--- src/rtl/pc_sequencer.sv ---
// Program-counter sequencer: fetch/execute FSM with a small return-address stack.
// Branch, call, return and halt resolve in EXEC with priority halt > ret > call > taken branch.
module pc_sequencer #(
  parameter int PSIZE     = 5,
  parameter int RAS_DEPTH = 4
) (
  input  logic             clk,
  input  logic             reset,
  input  logic             imem_ack,
  input  logic             stall,
  input  logic             op_branch,
  input  logic             cond,
  input  logic             op_call,
  input  logic             op_ret,
  input  logic             op_halt,
  input  logic             resume,
  input  logic [PSIZE-1:0] branch_target,
  output logic             imem_req,
  output logic [PSIZE-1:0] pc_out,
  output logic             ir_load,
  output logic             exec_en,
  output logic             halted,
  output logic             ras_ovf,
  output logic             ras_unf
);
  localparam int AW = $clog2(RAS_DEPTH);
  localparam int CW = $clog2(RAS_DEPTH + 1);

  typedef enum logic [1:0] {IDLE, FETCH, EXEC, HALT} state_t;

  state_t           state_q, state_d;
  logic [PSIZE-1:0] pc_q, pc_d, pc_inc;
  logic [CW-1:0]    cnt_q, cnt_d, cnt_m1;
  logic             ovf_q, ovf_d, unf_q, unf_d;
  logic             push;
  logic [PSIZE-1:0] ras_q [RAS_DEPTH];

  assign pc_inc = pc_q + 1'b1;
  assign cnt_m1 = cnt_q - 1'b1;

  always_comb begin
    state_d = state_q;
    pc_d    = pc_q;
    cnt_d   = cnt_q;
    ovf_d   = ovf_q;
    unf_d   = unf_q;
    push    = 1'b0;
    case (state_q)
      IDLE:  state_d = FETCH;
      FETCH: if (imem_ack) state_d = EXEC;
      EXEC: begin
        // Decode inputs only matter on the single completing cycle.
        if (!stall) begin
          state_d = FETCH;
          if (op_halt) begin
            pc_d    = pc_inc;
            state_d = HALT;
          end else if (op_ret) begin
            if (cnt_q != '0) begin
              pc_d  = ras_q[cnt_m1[AW-1:0]];
              cnt_d = cnt_m1;
            end else begin
              pc_d  = pc_inc;
              unf_d = 1'b1;
            end
          end else if (op_call) begin
            pc_d = branch_target;
            if (cnt_q == CW'(RAS_DEPTH)) begin
              ovf_d = 1'b1;
            end else begin
              push  = 1'b1;
              cnt_d = cnt_q + 1'b1;
            end
          end else if (op_branch && cond) begin
            pc_d = branch_target;
          end else begin
            pc_d = pc_inc;
          end
        end
      end
      HALT:    if (resume) state_d = FETCH;
      default: state_d = IDLE;
    endcase
  end

  always_ff @(posedge clk or negedge reset) begin
    if (!reset) begin
      state_q <= IDLE;
      pc_q    <= '0;
      cnt_q   <= '0;
      ovf_q   <= 1'b0;
      unf_q   <= 1'b0;
      for (int i = 0; i < RAS_DEPTH; i++) ras_q[i] <= '0;
    end else begin
      state_q <= state_d;
      pc_q    <= pc_d;
      cnt_q   <= cnt_d;
      ovf_q   <= ovf_d;
      unf_q   <= unf_d;
      if (push) ras_q[cnt_q[AW-1:0]] <= pc_inc;
    end
  end

  assign imem_req = (state_q == FETCH);
  assign ir_load  = (state_q == FETCH) && imem_ack;
  assign exec_en  = (state_q == EXEC) && !stall;
  assign halted   = (state_q == HALT);
  assign pc_out   = pc_q;
  assign ras_ovf  = ovf_q;
  assign ras_unf  = unf_q;
endmodule

--- config.mk ---
export PLATFORM = sky130hd
export DESIGN_NAME = pc_sequencer
export DESIGN_NICKNAME = d
export VERILOG_FILES = /design/src/rtl/pc_sequencer.sv
export SDC_FILE = /design/constraint.sdc
export NUM_CORES = 1
export LEC_CHECK = 0
export BUFFER_PORTS_ARGS = -buffer_cell sky130_fd_sc_hd__buf_2
export CORE_AREA = 3 3 61 63
export CTS_BUF_LIST = sky130_fd_sc_hd__clkbuf_4 sky130_fd_sc_hd__clkbuf_8 sky130_fd_sc_hd__clkbuf_16
export DETAILED_ROUTE_END_ITERATION = 6
export DIE_AREA = 0 0 64 66
export PLACE_DENSITY = 0.73
export SYNTH_ARGS = -nofsm -noshare
export SYNTH_HDL_FRONTEND = slang
export SYNTH_SLANG_ARGS = --single-unit
export TNS_END_PERCENT = 5
--- constraint.sdc ---
create_clock -name clk -period 2.4 [get_ports clk]
set_input_delay 0.24 -clock clk [delete_from_list [all_inputs] [get_ports clk]]
set_output_delay 0.24 -clock clk [all_outputs]
set_load 0.03 [all_outputs]
==> summary.txt <==
Setup path
  • CP Launch Type: register
  • Critical path's slowest cell: dfrtp_1
  • Kind of cell adding the most delay to the critical path: buffers and inverters
  • Critical Path Fanout Max: 7
  • Data arrival time of the worst path: approximately 1.7 ns
  • Cell Chain, Critical Path: inv_1, ha_1, nand2b_1, inv_1, buf_2
  • Launch point of the worst reg-to-reg path: state_q[0]$_DFFE_PN0P_
  • Reg2reg setup slack: 0.50 ns
  • Critical path buffers and inverters: 3
  • R2r worst-path depth: 6
  • R2R Path End: ras_q[7]$_DFFE_PN0P_
  • Crit-path most repeated cell: inv_1
  • Crit-path max cell delay: 0.45 ns
  • Worst Setup End Kind: primary output
  • Crit path kind: register to primary output
  • Worst EP required: ~2.2 ns

Detailed routing
  • Vias post-DR: 1375
  • Drt wl/cell: 15.14 µm
  • DR pass1 iterations: 4
  • Drt total wl: 3.769 mm
  • Post-DRT Antenna Nets: 0
  • DRC: 0
  • Vias/cell: about 5.5
  • Initial drt markers: between 90 and 100

Hold path
  • Min-Delay Path Depth: 3
  • Hold_sp: branch_target[4]
  • Hold/Removal Path Class: input port to register
  • Worst Hold End: pc_out[4]$_DFFE_PN0P_

Timing
  • Fmax: ~510 MHz
  • Count of final hold-check violations: 0
  • Final Slew Violations: 0
  • Worst Skew: 0.01454 ns
  • Slew margin rel.: 52.13%
  • Minimum clock period: roughly 2 ns
  • Final setup viols: 0
  • Worst Tran Pin Value: 0.7180 ns
  • Tcrit/Tclk final: 81.77%
  • Setup_tns: 0 ns
  • RSZ-0062 raised after global routing: false

Logic synthesis
  • Mapped Area: between 1500 and 2000 µm²
  • Post-synth EDFFs: 0
  • #FFs+latches synth: 32
  • Register area share after synthesis: 45.33%
  • Post-synth cell types: 41
  • Asr flop ratio synth: 100.0%
  • Synth area leader: dfrtp_1
  • Top-area cell type share of the netlist area: between 40% and 50%
  • Mapped Nets: just under 200
  • Cells after Synth: 172
  • Dominant synthesized flop cell: dfrtp_1
  • Top post-synthesis cells by area: dfrtp_1, ha_1, mux4_2
  • Warnings from Yosys: 0
  • Avg Cell Area, Syn: 10.27 µm²

Finish
  • # diodes: 0
  • Fillers: 280
  • Most frequent cells in the layout: dfrtp_1, nand2_1, buf_2
  • Final Net Count: 227
  • Most common cell after layout, fill and taps aside: dfrtp_1
  • Layout cell share with drive strength beyond 1: about 22%
  • Area added between synthesis and finish: 14.02%
  • Finished Core Util: 61.33%

Die
  • Die H: 66 µm
  • Starting Density: 53.79%
  • Row count: 21
  • I/O pins: 26
  • Core area: 3284 µm²
  • Die ar.: 4224 µm²
  • Die span in x: 64 µm

Clock network
  • Clock Sinks: 32
  • Clk_lat worst skew: 0.34 ns
  • CTS tree: yes
  • CTS Buf Count: 5
  • Root Buffer: clkbuf_4
  • CTS clock-pin slew for the worst setup and hold paths: between 0.1 and 0.15 ns
  • Post_cts resized: 0
  • Worst-case clock buffer depth: 2
  • H-tree depth: 2

Global routing
  • Pin count of the biggest net entering global routing: 33
  • Total track usage: 20.16%
  • First-pass GRT wire length: 6.506 mm
  • Vias in the first global route: 1345
  • Antenna violations before repair: 0
  • Gr ovfl total: 0

Run status
  • Status: finished clean

Pwr
  • P_leak: 0.9399 nW
  • PD cells: 1032 nW/µm²
  • Peak supply drop: 0.5955 mV

Placed design
  • Gpl congestion: 0.9382
  • IO buf count: 25
  • Final HPWL DP: 2.790 mm

Flow run
  • Max Cap Viol: 0
## worst max-delay path by stage
| stage | slack [ns] | from | cells past startpoint | end |
|---|---|---|---|---|
| floorplan | 0.58 | cnt_q[0]$_DFFE_PN0P_ | 7 | pc_out[2]$_DFFE_PN0P_ |
| global placement | 0.58 | state_q[0]$_DFFE_PN0P_ | 6 | ras_q[8]$_DFFE_PN0P_ |
| detailed placement | 0.49 | state_q[0]$_DFFE_PN0P_ | 6 | ras_q[8]$_DFFE_PN0P_ |
| CTS | 0.45 | state_q[0]$_DFFE_PN0P_ | 5 | exec_en |
| global route | 0.26 | state_q[0]$_DFFE_PN0P_ | 6 | ras_q[7]$_DFFE_PN0P_ |
| finish | 0.44 | state_q[0]$_DFFE_PN0P_ | 5 | exec_en |
## cell usage after synthesis (all sizes together), types with 2 or more instances
cell type  instances
nand3b             2
a21oi              4
dfrtp             32
mux4               5
nor2               5
xnor2              2
xor2               4
ha                10
buf                4
nand3              6
o211ai             2
nand2             30
nand2b             4
o21ai             23
nor2b              2
nor3               3
nand4              6
inv                9
## tightest hold or removal path, cell delays in order
cell	delay, ns
buf_2	0.08
nand3_1	0.05
nand4_1	0.09
## layout make-up
| cell class | instances | area, µm² | share of cell area [%] |
|---|---|---|---|
| tap | 46 | 57.56 | 2.857 |
| inverter | 9 | 33.78 | 1.677 |
| clock buffer | 5 | 37.54 | 1.863 |
| multi-input combinational | 127 | 899.6 | 44.66 |
| clock inverter | 3 | 42.54 | 2.112 |
| timing repair buffer | 27 | 142.6 | 7.081 |
| sequential | 32 | 800.8 | 39.75 |
## sequential cells by signal, indices dropped and copies added (netlist names)
name and flops:
cnt_q 3, pc_out 5, ras_ovf 1, ras_q 20, ras_unf 1, state_q 2
## per-layer routing
metal	up-vias	track usage, %	part of all wire (%)
met4	0	7.008	1.4
met5	-	0	0
met3	7	6.122	5.9
met1	653	25.14	44
met2	41	33.16	49
li1	674	-	-
## where the power goes
part | leakage [nW] | switching [mW] | total (mW) | internal, mW
Clock | 0.0412 | 0.197 | 0.414 | 0.217
Sequential | 0.427 | 0.134 | 0.800 | 0.666
Combinational | 0.472 | 0.540 | 0.865 | 0.325
Total | 0.940 | 0.870 | 2.08 | 1.21
## timing repair
item / in CTS / in global routing
hold buffers: 1 / 0
buffers inserted: 0 / 0
endpoints found under the hold margin: 32 / 0
## per-stage QoR
stage	hold slack (ns)	cells	total power, mW	setup slack, ns	instance area [µm²]
6_report	0.1487	249	2.079	0.4376	2014
3_3_place_gp	0.3185	240	1.634	0.5813	1924
2_1_floorplan	-0.05559	172	1.432	0.5839	1767
4_1_cts	0.1431	249	2.086	0.4458	2014
5_1_grt	0.1640	249	2.223	0.2602	2014
3_5_place_dp	0.3277	240	1.674	0.4949	1924
## logic make-up (layout without fill, tap and decap cells)
group | count (synthesis) | in the layout | share of synthesized area [%]
AND/OR/NAND/NOR | 63 | 63 | 19.26
buffers and inverters | 13 | 44 | 3.753
XOR/XNOR | 6 | 6 | 2.974
adder cells (fa/ha/maj) | 10 | 10 | 7.082
multiplexers | 6 | 6 | 6.941
AO/OA/AOI/OAI | 42 | 42 | 14.66
flip-flops | 32 | 32 | 45.33
Power figures use the tool's default switching activity.
